**src/rtl/hazard_pkg.sv**
```systemverilog
// Shared definitions for the pipeline hazard controller: FSM encoding,
// register-file constants and the legal mul/div latency range.
package hazard_pkg;

    typedef enum logic {
        ST_IDLE   = 1'b0,
        ST_MD_RUN = 1'b1
    } state_t;

    localparam logic [4:0] REG_ZERO = 5'd0;

    localparam int MD_LAT_MIN = 1;
    localparam int MD_LAT_MAX = 15;

endpackage

```
**src/rtl/hazard_event_counter.sv**
```systemverilog
// Saturating event counter with synchronous clear; holds at all-ones.
module hazard_event_counter #(
    parameter int CNT_W = 16
) (
    input  logic             clk,
    input  logic             clear,
    input  logic             inc,
    output logic [CNT_W-1:0] count
);

    localparam logic [CNT_W-1:0] ONE = {{(CNT_W-1){1'b0}}, 1'b1};

    always_ff @(posedge clk) begin
        if (clear) begin
            count <= '0;
        end else if (inc && (count != '1)) begin
            count <= count + ONE;
        end
    end

endmodule

```
**src/rtl/pipeline_hazard_ctrl.sv**
```systemverilog
// Stall/flush scheduler for the 5-stage pipeline: load-use stalls, EX-resolved
// redirects and multi-cycle mul/div occupancy, plus stall/flush counters.
module pipeline_hazard_ctrl
    import hazard_pkg::*;
#(
    parameter int MD_LATENCY = 4,
    parameter int CNT_W      = 16
) (
    input  logic             CLK,
    input  logic             Reset,
    input  logic [4:0]       ID_rs,
    input  logic [4:0]       ID_rt,
    input  logic             ID_UseRs,
    input  logic             ID_UseRt,
    input  logic             ID_MulDiv,
    input  logic             EX_MemRead,
    input  logic             EX_RegWre,
    input  logic [4:0]       EX_WriteReg,
    input  logic             EX_PCSrc,
    output logic             PC_Wre,
    output logic             IF_ID_Wre,
    output logic             IF_ID_Flush,
    output logic             ID_EX_Wre,
    output logic             ID_EX_Flush,
    output logic             EX_MEM_Flush,
    output logic             Busy,
    output logic [CNT_W-1:0] StallCount,
    output logic [CNT_W-1:0] FlushCount
);

    // A single-cycle mul/div needs no extra occupancy, so MD_RUN is unreachable.
    localparam bit         MD_MULTI = (MD_LATENCY > MD_LAT_MIN) && (MD_LATENCY <= MD_LAT_MAX);
    localparam logic [3:0] MD_LOAD  = 4'(MD_LATENCY - 1);

    state_t     state;
    logic [3:0] md_cnt;
    logic       load_use;
    logic       md_start;
    logic       stall_inc;
    logic       flush_inc;

    assign load_use = EX_MemRead && EX_RegWre && (EX_WriteReg != REG_ZERO) &&
                      ((ID_UseRs && (ID_rs == EX_WriteReg)) ||
                       (ID_UseRt && (ID_rt == EX_WriteReg)));

    assign md_start  = (state == ST_IDLE) && !EX_PCSrc && !load_use && ID_MulDiv && MD_MULTI;
    assign stall_inc = ((state == ST_IDLE) && !EX_PCSrc && load_use) || (state == ST_MD_RUN);
    assign flush_inc = (state == ST_IDLE) && EX_PCSrc;

    always_comb begin
        PC_Wre       = 1'b1;
        IF_ID_Wre    = 1'b1;
        IF_ID_Flush  = 1'b0;
        ID_EX_Wre    = 1'b1;
        ID_EX_Flush  = 1'b0;
        EX_MEM_Flush = 1'b0;
        Busy         = 1'b0;
        if (Reset) begin
            PC_Wre       = 1'b0;
            IF_ID_Wre    = 1'b0;
            ID_EX_Wre    = 1'b0;
            IF_ID_Flush  = 1'b1;
            ID_EX_Flush  = 1'b1;
            EX_MEM_Flush = 1'b1;
        end else if (state == ST_MD_RUN) begin
            // EX is held by the mul/div; redirects and load-use wait for it.
            PC_Wre       = 1'b0;
            IF_ID_Wre    = 1'b0;
            ID_EX_Wre    = 1'b0;
            EX_MEM_Flush = 1'b1;
            Busy         = 1'b1;
        end else if (EX_PCSrc) begin
            IF_ID_Flush  = 1'b1;
            ID_EX_Flush  = 1'b1;
        end else if (load_use) begin
            PC_Wre       = 1'b0;
            IF_ID_Wre    = 1'b0;
            ID_EX_Flush  = 1'b1;
        end
    end

    always_ff @(posedge CLK) begin
        if (Reset) begin
            state  <= ST_IDLE;
            md_cnt <= 4'd0;
        end else begin
            case (state)
                ST_IDLE: begin
                    if (md_start) begin
                        state  <= ST_MD_RUN;
                        md_cnt <= MD_LOAD;
                    end
                end
                ST_MD_RUN: begin
                    md_cnt <= md_cnt - 4'd1;
                    if (md_cnt == 4'd1) begin
                        state <= ST_IDLE;
                    end
                end
                default: begin
                    state  <= ST_IDLE;
                    md_cnt <= 4'd0;
                end
            endcase
        end
    end

    hazard_event_counter #(.CNT_W(CNT_W)) u_stall_cnt (
        .clk   (CLK),
        .clear (Reset),
        .inc   (stall_inc),
        .count (StallCount)
    );

    hazard_event_counter #(.CNT_W(CNT_W)) u_flush_cnt (
        .clk   (CLK),
        .clear (Reset),
        .inc   (flush_inc),
        .count (FlushCount)
    );

endmodule

```
**config.mk**
```make
export PLATFORM = sky130hd
export DESIGN_NAME = pipeline_hazard_ctrl
export DESIGN_NICKNAME = d
export VERILOG_FILES = /design/src/rtl/hazard_pkg.sv /design/src/rtl/hazard_event_counter.sv /design/src/rtl/pipeline_hazard_ctrl.sv
export SDC_FILE = /design/constraint.sdc
export NUM_CORES = 1
export LEC_CHECK = 0
export CORE_UTILIZATION = 50
export CTS_CLUSTER_SIZE = 20
export DETAILED_ROUTE_END_ITERATION = 16
export PLACE_DENSITY = 0.9
export REMOVE_ABC_BUFFERS = 1
export SYNTH_ARGS = -nofsm -noshare
export SYNTH_HDL_FRONTEND = slang
export SYNTH_HIERARCHICAL = 1
export SYNTH_SLANG_ARGS = --single-unit
export TNS_END_PERCENT = 30
```
**constraint.sdc**
```tcl
create_clock -name CLK -period 5.4 [get_ports CLK]
set_input_delay 0.81 -clock CLK [delete_from_list [all_inputs] [get_ports CLK]]
set_output_delay 0.81 -clock CLK [all_outputs]
set_load 0.01 [all_outputs]
```
Word-level counts from Yosys, hierarchy flattened
Index checks and enable logic that the tools add are counted.
- register bits: 37
- output and inout port bits: 39
- bitwise gates (word level): 1
- $add $sub $neg: 3
- equal/unequal tests: 6
- multiplexer cells: 21
- reduce and logical (&&, ||, !) cells: 17
- operators with widths (operator ; number):
    adder 16 x 1 -> 16 bit, second input constant ; 2
    inequality test 16 bit, second input constant ; 2
    2-to-1 mux 1 bit ; 18
    logical AND 1 bit ; 12
    equality test 5 bit ; 2
    case mux 4 bit (2 select lines) ; 1
    nonzero test 5 bit ; 1
    equality test 4 x 1 -> 1 bit, second input constant ; 1
    2-to-1 mux 4 bit ; 1
    subtractor 4 x 1 -> 4 bit, second input constant ; 1
    logical NOT 1 bit ; 2
    logical OR 1 bit ; 2
    inequality test 2 bit, second input constant ; 1
    case mux 1 bit (2 select lines) ; 1
    NOT 1 bit ; 1

Logic depth before layout (Yosys ltp)
- depth in word-level cells: 9
- gate-level depth with buffers: 8
- gate-level depth less buffers: 8

Modules after synthesis
The synthesis kept the hierarchy.
- modules (own cells, without submodules) (module ; instances ; area each (um^2) ; cells each ; sequential area each (um^2)):
    hazard_event_counter ; 2 ; 848.3 ; 99 ; 320.3
    pipeline_hazard_ctrl ; 1 ; 518.0 ; 64 ; 100.1

Worst setup path after synthesis
OpenSTA, ideal clock, no wires.
- path type: input -> register
- start: input EX_WriteReg[1]
- end: register u_stall_cnt.count[7]
- arrival time: 2.754 ns
- library setup time: 0.070 ns
- stages: 8
- path buffers: 1
- path slack: 2.575 ns
- cells stage by stage: xnor2_1 nand4_1 o22a_1 o31ai_1 nand2_1 clkbuf_1 or4_1 a21oi_1
- longest elaborated chain between the ends: 7
- elaborated cells between the ends (all ways): 11
- RTL lines (element ; line ; text):
    start: declaration ; pipeline_hazard_ctrl.sv:18 ; input logic [4:0] EX_WriteReg,
    equality test 5 bit (on tied branches) ; pipeline_hazard_ctrl.sv:43, pipeline_hazard_ctrl.sv:44 ;
    logical AND 1 bit (on tied branches) ; pipeline_hazard_ctrl.sv:43, pipeline_hazard_ctrl.sv:44 ;
    logical OR 1 bit ; pipeline_hazard_ctrl.sv:43 ; ((ID_UseRs && (ID_rs == EX_WriteReg)) ||
    logical AND 1 bit (*) ; pipeline_hazard_ctrl.sv:42 ; assign load_use = EX_MemRead && EX_RegWre && (EX_WriteReg != REG_ZERO) &&
    logical AND 1 bit (*) ; pipeline_hazard_ctrl.sv:47 ; assign stall_inc = ((state == ST_IDLE) && !EX_PCSrc && load_use) || (state == ST_MD_RUN);
    logical OR 1 bit (*) ; pipeline_hazard_ctrl.sv:47 ;
    net stall_inc ; pipeline_hazard_ctrl.sv:39 ; logic stall_inc;
    logical AND 1 bit (*) ; hazard_event_counter.sv:16 ; end else if (inc && (count != '1)) begin
    end signal: assignment ; hazard_event_counter.sv:17 ; count <= count + ONE;
    end: declaration ; hazard_event_counter.sv:8 ; output logic [CNT_W-1:0] count
The timed path passes the listed nets; every way through them passes the cells marked *.
A chain may end at the register's enable or synchronous reset.

Worst setup path in the final report
- start: input EX_WriteReg[1]
- end: output PC_Wre
- longest elaborated chain between the ends: 8
- elaborated cells between the ends (all ways): 12
- RTL lines (element ; line ; text):
    equality test 5 bit (on tied branches) ; pipeline_hazard_ctrl.sv:43, pipeline_hazard_ctrl.sv:44 ;
    logical AND 1 bit (on tied branches) ; pipeline_hazard_ctrl.sv:43, pipeline_hazard_ctrl.sv:44 ;
    logical OR 1 bit ; pipeline_hazard_ctrl.sv:43 ;
    logical AND 1 bit (*) ; pipeline_hazard_ctrl.sv:42 ;
    2-to-1 mux 1 bit (*) ; pipeline_hazard_ctrl.sv:75 ; end else if (load_use) begin
    2-to-1 mux 1 bit (*) ; pipeline_hazard_ctrl.sv:72 ; end else if (EX_PCSrc) begin
    2-to-1 mux 1 bit (*) ; pipeline_hazard_ctrl.sv:65 ; end else if (state == ST_MD_RUN) begin
    2-to-1 mux 1 bit (*) ; pipeline_hazard_ctrl.sv:58 ; if (Reset) begin
    end: declaration ; pipeline_hazard_ctrl.sv:20 ; output logic PC_Wre,
Mark *: on every way between the ends. The rest lies on a longest branch, timed or not.

==> impl_metrics.yaml <==
run_status:
  outcome: "completed"
worst_setup_path:
  cp_common_cell: "clkdlybuf4s50_1"
  critical_path_class: "in2out"
  startpoint_type: "primary input"
  crit_chain: "clkdlybuf4s50_1 > or4_4 > o211ai_4 > o31a_2 > clkdlybuf4s50_1"
  slowest_delay_ps: 580
  critPathMaxFanout: 8
  rrSetupSlack_ps: 3380
  endpoint_kind: "output pin"
  crit_arrival_ps: 2860
  slowest_stage: "or4_4"
  worstPathRequired_ps: 4590
die:
  start_util_pct: 53.8
  die_area_um2: 4700
  die_w_um: 68.6
  ioPinCount: 62
  rows: 23
  die_y_um: 68.6
  core_um2: 4120
routing:
  vias: 2288
  dr.pass1.iters: 4
  routed_via_density: 6.15
  avgRoutedWirePerCell_um: 14.8
  wirelength_mm: 5.51
  drc: 0
  ant_nets: 0
  drt-initial-drc-count: 179
grt:
  grt_max_degree: 33
  grt_remaining_overflow: 0
  grt_pass1_wl_mm: 9.09
  grt_pass1_vias: 2111
  antenna_found_initial: 0
  grt.total_usage_pct: 25.6
placement:
  portBuffers: 61
  place_congestion: 0.828
  dpl.hpwl_mm: 4.05
finish:
  final_nets: 348
  multiInputGateArea_um2: 1390
  n_antenna_cell: 0
  synthToLayoutAreaGrowth_pct: 34.6
  fillers: 345
  seqCellArea_um2: 741
  drive_gt1_share_pct: 7.14
cts:
  ctsHtreeMaxLevel: 2
  cts_buffers: 5
  clkSlewWorstSetupHoldPaths_ps: 70
  cts_tree: "built"
  clockRootBuffer: "clkbuf_8"
  clk_path_buf_depth: 2
  cts_setup_buffers: 0
  clk_latency_ps: 290
  cts_hold_buf: 0
  cts_resized: 0
  cts_num_sinks: 37
synth:
  synth.area.top_cells: "dfxtp_1 (33%), xnor2_1 (5.9%), a21oi_1 (4.7%)"
  synth_top_cell_by_area: "dfxtp_1"
  synth_area_um2: 2210
  synth_edf_count: 0
  synthArstFlopShare_pct: 0
  netlist_instances: 262
  synth_seq_area_share_pct: 33.4
  synth_top_area_share_pct: 33.4
  ys_warn_count: 6
  syn_area_per_cell_um2: 8.45
  ys_types: 45
  ys_ff_latch: 37
  synth-main-ff-cell: "dfxtp_1"
power_and_ir_drop:
  ir_worst_vdd_mv: 0.110
  power.leakage_nw: 0.984
  cellPowerDensity_nw_per_um2: 230
flow_run:
  cap_violations: 0
timing:
  max_slew_margin_pct: 45.6
  maxSlewViolCount: 0
  grt_setup_unrepaired: "no"
  finalHoldViolations: 0
  fin_crit_ps: 3670
  skew_ps: 9.40
  setup_violations: 0
  period_share_pct: 67.9
  timing.hold.ws_ps: 544
  worst_slew_pin_slew_ps: 810
  finalSetupTns_ps: 0
  fmax_ghz: 0.273
min_path:
  hold_class: "reg2reg"
-- logic make-up (layout without fill, tap and decap cells) --
family	after synthesis	in the layout	synth area share, %
AOI/OAI and AO/OA	61	61	18.2
xor gates and xnor gates	16	16	6.33
adders and majority gates	4	4	2.26
buffers and inverters	21	81	4.01
DFF	37	37	33.4
muxes	4	4	1.92
and+or+nand+nor	119	119	33.8
-- stage by stage --
step | instance area (um^2) | setup slack, ps | instances | total power, mW | util [%]
finish | 2980 | 1730 | 372 | 0.685 | 72.5
global route | 2980 | 1550 | 372 | 0.718 | 72.5
CTS | 2980 | 1730 | 372 | 0.691 | 72.5
detailed placement | 2850 | 1580 | 364 | 0.406 | 69.2
global placement | 2850 | 1690 | 364 | 0.403 | 69.2
floorplan | 2170 | 2470 | 252 | 0.352 | -
-- cell type report --
cell class              instances  area share, %
well taps                      50           2.10
inverters                      11           1.38
multi-input cells             204           46.5
clock inverters                 3           2.18
clock buffers                   5           2.31
repair buffers                 62           20.7
flip-flops and latches         37           24.8
-- per-layer routing --
layer,up-vias,GRT usage [%],part of all wire [%]
li1,1110,-,-
met1,1085,29.8,42
met2,87,45.6,51
met3,6,5.76,6.0
met4,0,8.85,1.1
met5,-,0,0
-- power breakdown --
| group | leakage [nW] | switching [mW] | total [mW] | internal (mW) |
|---|---|---|---|---|
| clock network | 0.0681 | 0.101 | 0.285 | 0.184 |
| registers | 0.300 | 0.0128 | 0.295 | 0.282 |
| logic | 0.616 | 0.0487 | 0.105 | 0.0565 |
| total | 0.984 | 0.163 | 0.685 | 0.522 |
-- flip-flops by register name, indices dropped and copies added, names as in the netlist --
signal / count
u_flush_cnt/count: 16
u_stall_cnt/count: 16
md_cnt: 4
state: 1
-- layout by cell type (no fill, tap or decap), drive strengths merged, types with 6 or more instances in the layout --
master / netlist / routed
o31ai: 14 / 14
or3: 9 / 9
o21ai: 10 / 10
clkdlybuf4s50: 0 / 61
and4: 6 / 6
nand3: 12 / 12
or4: 15 / 15
nand2: 20 / 20
nor2: 17 / 17
nor4: 6 / 6
a21oi: 21 / 21
inv: 11 / 11
dfxtp: 37 / 37
nor2b: 6 / 6
nor3: 9 / 9
nand4: 10 / 10
xnor2: 15 / 15
-- path summary, 6_finish.rpt --
path,cells after the start,end,from
worst min-delay path,2,u_flush_cnt/count[9],u_flush_cnt/count[9]
worst min register to register,2,u_flush_cnt/count[9],u_flush_cnt/count[9]
worst max-delay path,5,PC_Wre,EX_WriteReg[1]
worst max register to register,5,u_flush_cnt/count[11],u_flush_cnt/count[0]
-- Yosys cell counts (2+ instances only) --
library cell,instances
nor4_1,4
o311ai_0,2
nand2_1,18
o31ai_1,14
nand2_2,2
nand3_1,12
inv_1,11
mux2_2,2
nor2_1,17
a21oi_1,21
nor4_4,2
and4_1,6
or4_1,14
clkbuf_1,4
a211oi_1,2
or3_1,8
mux2i_1,2
nand3b_1,2
ha_1,4
o21bai_1,2
and3_1,2
buf_2,2
buf_4,2
buf_1,2
o21a_1,3
o41ai_1,2
nor4bb_1,2
nand4_4,2
nand4_1,8
nor2b_1,6
o21ai_0,10
xnor2_1,15
dfxtp_1,37
nor3_1,9
-- worst max-delay path, delay by kind of cell --
kind / cells / cell delay [ps]
simple gates: 1 / 580
buf+inv: 2 / 1010
compound gates: 2 / 460
Power figures use the tool's default switching activity.
